==> src/rtl/usbf_sync_fifo.sv <==
// usbf_sync_fifo: single-clock first-word-fall-through FIFO with valid/ready on both sides
module usbf_sync_fifo #(
    parameter int DW     = 8,
    parameter int AW     = 4,
    parameter int AF_LVL = 12
) (
    input  logic          clk,
    input  logic          rst,
    input  logic          flush,
    input  logic          i_valid,
    output logic          i_ready,
    input  logic [DW-1:0] i_data,
    output logic          o_valid,
    input  logic          o_ready,
    output logic [DW-1:0] o_data,
    output logic [AW:0]   count,
    output logic          full,
    output logic          empty,
    output logic          almost_full
);
    logic [DW-1:0] mem_q [2**AW];
    logic [AW:0]   wr_ptr_q, wr_ptr_d, rd_ptr_q, rd_ptr_d;
    logic          push, pop;
    always_comb begin
        count       = wr_ptr_q - rd_ptr_q;
        full        = (wr_ptr_q[AW-1:0] == rd_ptr_q[AW-1:0]) && (wr_ptr_q[AW] != rd_ptr_q[AW]);
        empty       = wr_ptr_q == rd_ptr_q;
        almost_full = count >= (AW+1)'(AF_LVL);
        i_ready     = !full && !rst && !flush;
        o_valid     = !empty;
        o_data      = o_valid ? mem_q[rd_ptr_q[AW-1:0]] : '0;
        push        = i_valid && i_ready;
        pop         = o_valid && o_ready;
        wr_ptr_d    = (rst || flush) ? '0 : wr_ptr_q + {{AW{1'b0}}, push};
        rd_ptr_d    = (rst || flush) ? '0 : rd_ptr_q + {{AW{1'b0}}, pop};
    end
    always_ff @(posedge clk) begin
        if (rst) begin
            wr_ptr_q <= '0;
            rd_ptr_q <= '0;
        end else begin
            wr_ptr_q <= wr_ptr_d;
            rd_ptr_q <= rd_ptr_d;
        end
    end
    // Data array is deliberately not reset; o_data masking hides stale entries.
    always_ff @(posedge clk) begin
        if (push) mem_q[wr_ptr_q[AW-1:0]] <= i_data;
    end
endmodule

==> config.mk <==
export PLATFORM = sky130hd
export DESIGN_NAME = usbf_sync_fifo
export DESIGN_NICKNAME = d
export VERILOG_FILES = /design/src/rtl/usbf_sync_fifo.sv
export SDC_FILE = /design/constraint.sdc
export NUM_CORES = 1
export LEC_CHECK = 0
export BUFFER_PORTS_ARGS = -buffer_cell sky130_fd_sc_hd__buf_2
export CAP_MARGIN = 20
export CORE_MARGIN = 2
export CORE_UTILIZATION = 60
export CTS_CLUSTER_SIZE = 12
export DETAILED_ROUTE_END_ITERATION = 10
export MAX_ROUTING_LAYER = met4
export PLACE_DENSITY = 0.8
export SETUP_SLACK_MARGIN = 0.2
export SLEW_MARGIN = 20
export SYNTH_ARGS = -nofsm -noshare
export SYNTH_HDL_FRONTEND = slang
export SYNTH_SLANG_ARGS = --single-unit
==> constraint.sdc <==
create_clock -name clk -period 3.5 [get_ports clk]
set_clock_uncertainty 0.2 [all_clocks]
set_input_delay 0.7 -clock clk [delete_from_list [all_inputs] [get_ports clk]]
set_output_delay 0.7 -clock clk [all_outputs]
set_load 0.02 [all_outputs]
======== Word level (Yosys, flattened, before mapping) ========
Memories as Yosys holds them, arrays and structs flattened. A register that Yosys moved wholly into a read port is not among the register bits.
Cells that the tools add are included.
word-level totals
  flip-flop bits (word level) ............. 10
  bits in writable memories ............... 128
  input port bits ......................... 13
  output and inout bits ................... 18
  word-level logic and storage cells ...... 25
  memories kept ........................... 1
cells by class
  $add $sub $neg .......................... 3
  $lt $le $gt $ge ......................... 1
  equal/unequal tests ..................... 3
  multiplexer cells ....................... 4
  reduce and logical (&&, ||, !) cells .... 11
memory list
  memory  depth  width  rd ports  clocked after memory_dff  wr ports  line  RTL
  mem_q   16     8      1         1                         1         21    logic [DW-1:0] mem_q [2**AW];
operator list
  operator                                             count
  adder 5 x 1 -> 5 bit                                 2
  2-to-1 mux 8 bit                                     1
  == test 5 bit                                        1
  >= comparator 5 x 4 -> 1 bit, second input constant  1
  logical AND 1 bit                                    5
  subtractor 5 bit                                     1
  == test 4 bit                                        1
  zero test 1 bit                                      4
  2-to-1 mux 4 bit                                     1
  2-to-1 mux 1 bit                                     2
  OR reduction 2 bit                                   1
  logical OR 1 bit                                     1
  != test 1 bit                                        1

======== Depth between registers and ports, before layout ========
Gate-level depths: netlist of run 1.
  depth after elaboration ................. 8
  gate-level depth with buffers ........... 12
  gate-level depth less buffers ........... 10

======== Least setup slack after synthesis of run 1 ========
Ideal clock, no wire load.
  path type ............................... register -> register
  start ................................... register rd_ptr_q[3]
  end ..................................... memory mem_q[5][0] (enable)
  library setup time ...................... 395 ps
  arrival time ............................ 2286 ps
  required time ........................... 2905 ps
  setup slack ............................. 620 ps
  cell stages (with the launch flop) ...... 8
  buffers on the path ..................... 2
  clock period less this slack ............ 2880 ps
  path through ............................ dfxtp_1 > buf_4 > buf_2 > inv_2 > ha_1 > nand4_1 > o211ai_2 > nor4_1
on the way
  longest elaborated chain between the ends .. 8
ends and longest elaborated chain
  element                                 line  RTL
  from (decl)                             22    logic [AW:0] wr_ptr_q, wr_ptr_d, rd_ptr_q, rd_ptr_d;
  from (signal assigned)                  43    rd_ptr_q <= rd_ptr_d;
  == test 4 bit                           26    full = (wr_ptr_q[AW-1:0] == rd_ptr_q[AW-1:0]) && (wr_ptr_q[AW] != rd_ptr_q[AW]);
  logical AND 1 bit                       26
  zero test 1 bit                         29    i_ready = !full && !rst && !flush;
  logical AND 1 bit (2 in series)         29
  logical AND 1 bit                       32    push = i_valid && i_ready;
  2-to-1 mux 1 bit                        48    if (push) mem_q[wr_ptr_q[AW-1:0]] <= i_data;
  2-to-1 mux 1 bit (implied by the code)  48
  to (decl)                               21
Every way passes these cells.

======== Worst setup path in the final report of run 1 ========
  start ................................... register wr_ptr_q[1]
  end ..................................... output almost_full
on the way
  longest elaborated chain between the ends .. 2
ends and longest elaborated chain
  element                       line  RTL
  from (decl)                   22
  from (signal assigned)        42    wr_ptr_q <= wr_ptr_d;
  subtractor 5 bit              25    count = wr_ptr_q - rd_ptr_q;
  >= comparator 5 x 4 -> 1 bit  28    almost_full = count >= (AW+1)'(AF_LVL);
  to (decl)                     19    output logic almost_full
Every way passes these cells.

==> flow_metrics.py, run 1 <==
metrics = {
    "floorplanning": {
        "fp-row-count": 35,
        "ios": 31,
        "core_um2": 9240,
        "start_util_pct": 61.7,
        "dieWidth_um": 101,
        "dieHeight_um": 101,
        "dieArea_um2": 10300,
    },
    "finish": {
        "n_antenna_cell": 0,
        "area_growth_syn_to_layout_pct": 18.0,
        "stdcell_area_um2": 6730,
        "fillers": 533,
        "final_layout_size_suffix_gt1_share_pct": 37.3,
        "layout.cells.non_filler": 504,
        "final_nets": 384,
    },
    "synthesis": {
        "synth_area_um2": 5700,
        "synth.net_count": 326,
        "ys_seq_elements": 138,
        "syn_inst": 304,
        "ys_seq_area_share_pct": 70.9,
        "yosysWarnings": 0,
        "synthArstFlopShare_pct": 0,
        "ys.flop_type": "edfxtp_1",
        "syn_area_per_cell_um2": 18.8,
        "synthDistinctLibCells": 37,
        "synth_edf_count": 128,
    },
    "clock_network": {
        "cts_buffers": 17,
        "clk_pin_slew_ns": 0.06,
        "clock_latency_ns": 0.52,
        "cts.sinks": 138,
        "cts_tree": "built",
        "cts_max_level": 4,
        "cts_buffer_depth": 2,
        "cts_hold_buf": 0,
        "cts_root_buffer": "clkbuf_8",
    },
    "routing": {
        "avgRoutedWirePerCell_um": 23.7,
        "drc_errors": 0,
        "routed_via_density": 6.12,
        "antenna_left": 0,
        "route.vias.total": 3085,
        "drtPass1Iterations": 5,
        "drt_iter0_drc": 410,
        "finalWirelength_um": 12000,
    },
    "worst_setup_path": {
        "reg2reg_to": "mem_q[1][4]$_DFFE_PP_",
        "critPathLaunchType": "register",
        "r2r_setup_slack_ns": 0.86,
        "crit_fanout": 11,
        "arrival_ns": 2.33,
        "rr_worst_depth": 7,
        "required_ns": 2.60,
        "crit_type": "register to output pin",
        "r2r_start": "rd_ptr_q[3]$_SDFF_PP0_",
        "endpoint_kind": "output pin",
    },
    "pwr": {
        "vdd_drop_max_uv": 485,
        "p_sw_share_pct": 19.5,
        "internal_power_w": 0.00301,
        "clockPowerShare_pct": 49.8,
        "p_seq_share_pct": 48.3,
        "p_leak_nw": 2.35,
        "combPwrFrac_pct": 1.9,
        "p_sw_w": 0.000727,
        "power.density_nw_per_um2": 555,
    },
    "place": {
        "place_area_um2": 6070,
        "io_buffers": 30,
        "dp_slack_ns": 0.597,
        "dp.cells": 470,
        "place_hpwl_um": 6920,
        "place_congestion": 0.856,
    },
    "sta": {
        "slew_headroom_pct": 72.2,
        "final_max_slew_viol_count": 0,
        "finalSetupViolCount": 0,
        "finalCritPeriodShare_pct": 92.2,
        "fin_crit_ns": 3.23,
        "whs_ns": 0.337,
        "rsz0062_at_grt": "true",
        "max_freq_ghz": 0.310,
        "worst_pin_slew_ns": 0.416,
        "layout_setup_ws_ns": 0.274,
        "hold_viol_final": 0,
        "finalSetupTns_ns": 0,
    },
    "min_path": {
        "worstHoldStart": "flush",
        "min_to": "wr_ptr_q[2]$_SDFF_PP0_",
        "hp-class": "primary input to register",
        "min_path_cells": 3,
    },
    "grt": {
        "track_usage_pct": 26.5,
        "grt_pass1_vias": 3072,
        "grt_start_max_net_pins": 28,
        "grt_pass1_wl_um": 18200,
        "grt_overflow_total": 0,
        "antenna_found_initial": 0,
    },
    "flow_run": {
        "drv_cap": 0,
    },
    "status": {
        "run_status": "finished, final reports clean",
    },
}
per-layer routing:
metal | part of all wire [%] | GRT usage (%) | vias to the layer above
li1 | - | - | 1317
met1 | 38 | 35.0 | 1534
met2 | 50 | 40.7 | 204
met3 | 9.0 | 4.76 | 30
met4 | 3.2 | 12.4 | 0
met5 | 0 | - | -
how the worst max path moves through the flow:
stage	start	to	slack, ns
after global placement	rd_ptr_q[0]$_SDFF_PP0_	almost_full	0.68
after CTS	wr_ptr_q[0]$_SDFF_PP0_	almost_full	0.22
final	wr_ptr_q[1]$_SDFF_PP0_	almost_full	0.27
after global routing	wr_ptr_q[1]$_SDFF_PP0_	almost_full	0.20
after floorplan	rd_ptr_q[3]$_SDFF_PP0_	mem_q[5][0]$_DFFE_PP_	0.62
after detailed placement	rd_ptr_q[0]$_SDFF_PP0_	almost_full	0.60
layout by cell type, fill, tap and decap left out, types with 4 or more instances in the layout:
| cell | n |
|---|---|
| a211oi_2 | 8 |
| and2_1 | 5 |
| and3_1 | 8 |
| buf_2 | 29 |
| buf_4 | 23 |
| bufinv_16 | 4 |
| clkbuf_16 | 16 |
| clkinv_4 | 5 |
| dfxtp_1 | 6 |
| edfxtp_1 | 128 |
| ha_1 | 8 |
| inv_2 | 4 |
| mux2i_1 | 8 |
| mux4_2 | 32 |
| nand2_1 | 18 |
| nand3_1 | 5 |
| nor2_1 | 19 |
| nor3_1 | 4 |
| xnor2_1 | 4 |
| xor2_1 | 5 |
layout make-up:
class / instances / area (um^2) / area share, %
clock inverter: 13 / 194 / 2.88
clock buffer: 19 / 432 / 6.42
inverter: 8 / 35.0 / 0.521
sequential: 138 / 4050 / 60.2
tap: 129 / 161 / 2.40
timing repair buffer: 53 / 338 / 5.02
multi-input combinational: 144 / 1520 / 22.5
what timing repair did:
| action | 4_1_cts | 5_1_grt |
|---|---|---|
| resized for setup | 3 | 6 |
| setup endpoints to repair | 10 | 5 |
| pin swaps | 0 | 0 |
| setup buffers | 2 | 0 |
critical path, cell delays in order (launching register included):
cell and delay (ns):
dfxtp_2 0.49, ha_1 0.29, nor2b_1 0.13, o21a_1 0.17
or3_1 0.32, a31o_1 0.23, buf_4 0.15
logic make-up after synthesis:
| logic type | after synthesis | share of synthesized area [%] |
|---|---|---|
| buffers and inverters | 22 | 2.61 |
| AOI/OAI and AO/OA | 14 | 2.57 |
| adders and majority gates | 9 | 2.11 |
| xor gates and xnor gates | 10 | 1.67 |
| muxes | 40 | 14.0 |
| and+or+nand+nor | 71 | 6.10 |
| DFF | 138 | 70.9 |
flip-flops by register name, indices dropped and copies added (netlist names):
signal and count:
rd_ptr_q 5, wr_ptr_q 5, mem_q 128
through the flow:
step	total power (W)	utilization, %
after detailed placement	0.00191	65.7
after floorplan	0.00187	-
final	0.00374	72.8
after global routing	0.00383	72.8
after global placement	0.00191	65.7
after CTS	0.00375	72.7
synth_stat cells (all sizes together) (6+ instances only):
cell type	n	area, um^2
nand2	18	67.6
edfxtp	128	3840
a211oi	8	100
dfxtp	10	200
mux4	32	721
and3	8	50.1
mux2i	8	80.1
inv	8	35.0
nor2	19	71.3
buf	11	103
nor3	6	40.0
ha	8	100
power groups by stage:
| stage | combinational (W) | sequential, W | clock (W) |
|---|---|---|---|
| 2_1_floorplan | 0.0000304 | 0.00184 | 0 |
| 3_3_place_gp | 0.0000666 | 0.00184 | 0 |
| 3_5_place_dp | 0.0000696 | 0.00184 | 0 |
| 4_1_cts | 0.0000716 | 0.00180 | 0.00187 |
| 5_1_grt | 0.0000772 | 0.00180 | 0.00194 |
| 6_report | 0.0000718 | 0.00180 | 0.00186 |
Note: power is estimated with default switching activity, not from simulation.
==> inputs of run 2 (changes only) <==
CORE_UTILIZATION = 54   (was 60)
PLACE_DENSITY = 0.77   (was 0.8)
clock period = 2.9 ns   (was 3.5 ns; I/O delays follow)
==> flow_metrics.py, run 2 (synthesis gave the netlist of run 1 again) <==
metrics = {
    "flow_run": {
        "drv_cap": 0,
    },
    "place": {
        "io_buffers": 30,
        "place_congestion": 0.846,
        "dp_slack_ns": 0.203,
        "place_hpwl_um": 7260,
    },
    "sta": {
        "layout_setup_ws_ns": -0.105,
        "worst_pin_slew_ns": 0.420,
        "hold_viol_final": 0,
        "finalSetupViolCount": 11,
        "rsz0062_at_grt": "true",
        "max_freq_ghz": 0.333,
        "fin_crit_ns": 3.01,
        "final_max_slew_viol_count": 0,
        "slew_headroom_pct": 71.9,
        "finalCritPeriodShare_pct": 104,
    },
    "clock_network": {
        "clock_latency_ns": 0.51,
        "cts_max_level": 4,
        "cts_root_buffer": "clkbuf_8",
        "cts_hold_buf": 0,
        "cts_buffers": 17,
        "clk_pin_slew_ns": 0.06,
        "cts.sinks": 138,
        "cts_tree": "built",
        "cts_buffer_depth": 2,
    },
    "routing": {
        "routed_via_density": 5.74,
        "drt_iter0_drc": 197,
        "drc_errors": 0,
        "finalWirelength_um": 11800,
        "drtPass1Iterations": 5,
        "route.vias.total": 3039,
        "avgRoutedWirePerCell_um": 22.2,
        "antenna_left": 0,
    },
    "finish": {
        "final_nets": 402,
        "layout_common_cells": "128 x edfxtp_1, 45 x buf_4, 32 x mux4_2",
        "final_layout_size_suffix_gt1_share_pct": 47.3,
        "largest_reg_flops": 128,
        "n_antenna_cell": 0,
        "layout_commonest_cell": "edfxtp_1",
        "area_growth_syn_to_layout_pct": 23.4,
    },
    "grt": {
        "grt_overflow_total": 0,
        "antenna_found_initial": 0,
        "grt_pass1_vias": 3129,
        "track_usage_pct": 23.1,
        "grt_pass1_wl_um": 18200,
        "grt_start_max_net_pins": 27,
    },
    "pwr": {
        "vdd_drop_max_uv": 361,
        "p_leak_nw": 2.42,
        "power.total_w": 0.00423,
        "power.density_nw_per_um2": 601,
    },
    "floorplanning": {
        "core_um2": 10300,
        "dieWidth_um": 107,
        "ios": 31,
        "fp-row-count": 37,
        "start_util_pct": 55.5,
        "dieArea_um2": 11400,
        "dieHeight_um": 107,
    },
    "worst_setup_path": {
        "endpoint_kind": "output pin",
        "required_ns": 2.12,
        "arrival_ns": 2.23,
        "crit_type": "register to output pin",
        "critPathLaunchType": "register",
        "crit_fanout": 3,
    },
    "status": {
        "run_status": "finished, violations left",
        "violations": "setup timing",
    },
    "min_path": {
        "hp-class": "primary input to register",
    },
}
run 2: metal layers:
layer | wire length, um | share of wire (%) | up-vias | global-route usage, %
met2 | 5920 | 50 | 104 | 35.0
met3 | 659 | 5.6 | 17 | 6.50
met4 | 250 | 2.1 | 0 | 7.88
met5 | 0 | 0 | - | -
li1 | - | - | 1349 | -
met1 | 4930 | 42 | 1569 | 30.6
run 2: what timing repair did:
action / CTS / global route
gates resized for setup: 50 / 22
setup endpoints to repair: 15 / 16
buffers inserted: 5 / 12
pin swaps: 8 / 15
run 2: critical path: stages (launching register included):
cell	delay (ns)
dfxtp_4	0.35
inv_4	0.07
ha_4	0.14
inv_2	0.04
fa_2	0.34
a21o_1	0.17
a21oi_2	0.15
xnor2_1	0.10
a31o_1	0.22
buf_6	0.13
run 2: layout make-up:
| type | instances | area [um^2] |
|---|---|---|
| flip-flops and latches | 138 | 4070 |
| fillers | 649 | 3240 |
| multi-input cells | 144 | 1650 |
| repair buffers | 71 | 542 |
| clock buffers | 21 | 449 |
| well taps | 136 | 170 |
| clock inverters | 11 | 97.6 |
| inverters | 8 | 60.1 |
run 2: final timing paths:
check                                             from                endpoint  slack [ns]  depth (start not counted)
worst max-delay path            wr_ptr_q[0]$_SDFF_PP0_             almost_full       -0.11                          9
worst min-delay path                             flush  wr_ptr_q[2]$_SDFF_PP0_        0.22                          3
worst max register to register  rd_ptr_q[1]$_SDFF_PP0_  mem_q[11][0]$_DFFE_PP_        0.42                          9
worst min register to register  wr_ptr_q[2]$_SDFF_PP0_  wr_ptr_q[2]$_SDFF_PP0_        0.39                          2
run 2: power by group:
group | leakage, nW | switching [W] | total (W) | internal, W
Sequential | 1.24 | 0.00000157 | 0.00217 | 0.00217
Combinational | 0.924 | 0.0000634 | 0.0000987 | 0.0000353
Clock | 0.260 | 0.000780 | 0.00196 | 0.00118
run 2: metrics by stage:
stage | std cells | setup TNS [ns] | util, % | instance area [um^2] | hold slack, ns
2_1_floorplan | 304 | 0 | - | 5720 | 0.336
3_3_place_gp | 480 | 0 | 59.5 | 6120 | 0.388
3_5_place_dp | 480 | 0 | 59.5 | 6120 | 0.400
4_1_cts | 517 | -0.577 | 67.0 | 6880 | 0.206
5_1_grt | 529 | -1.38 | 68.5 | 7040 | 0.220
6_report | 529 | -0.387 | 68.5 | 7040 | 0.221
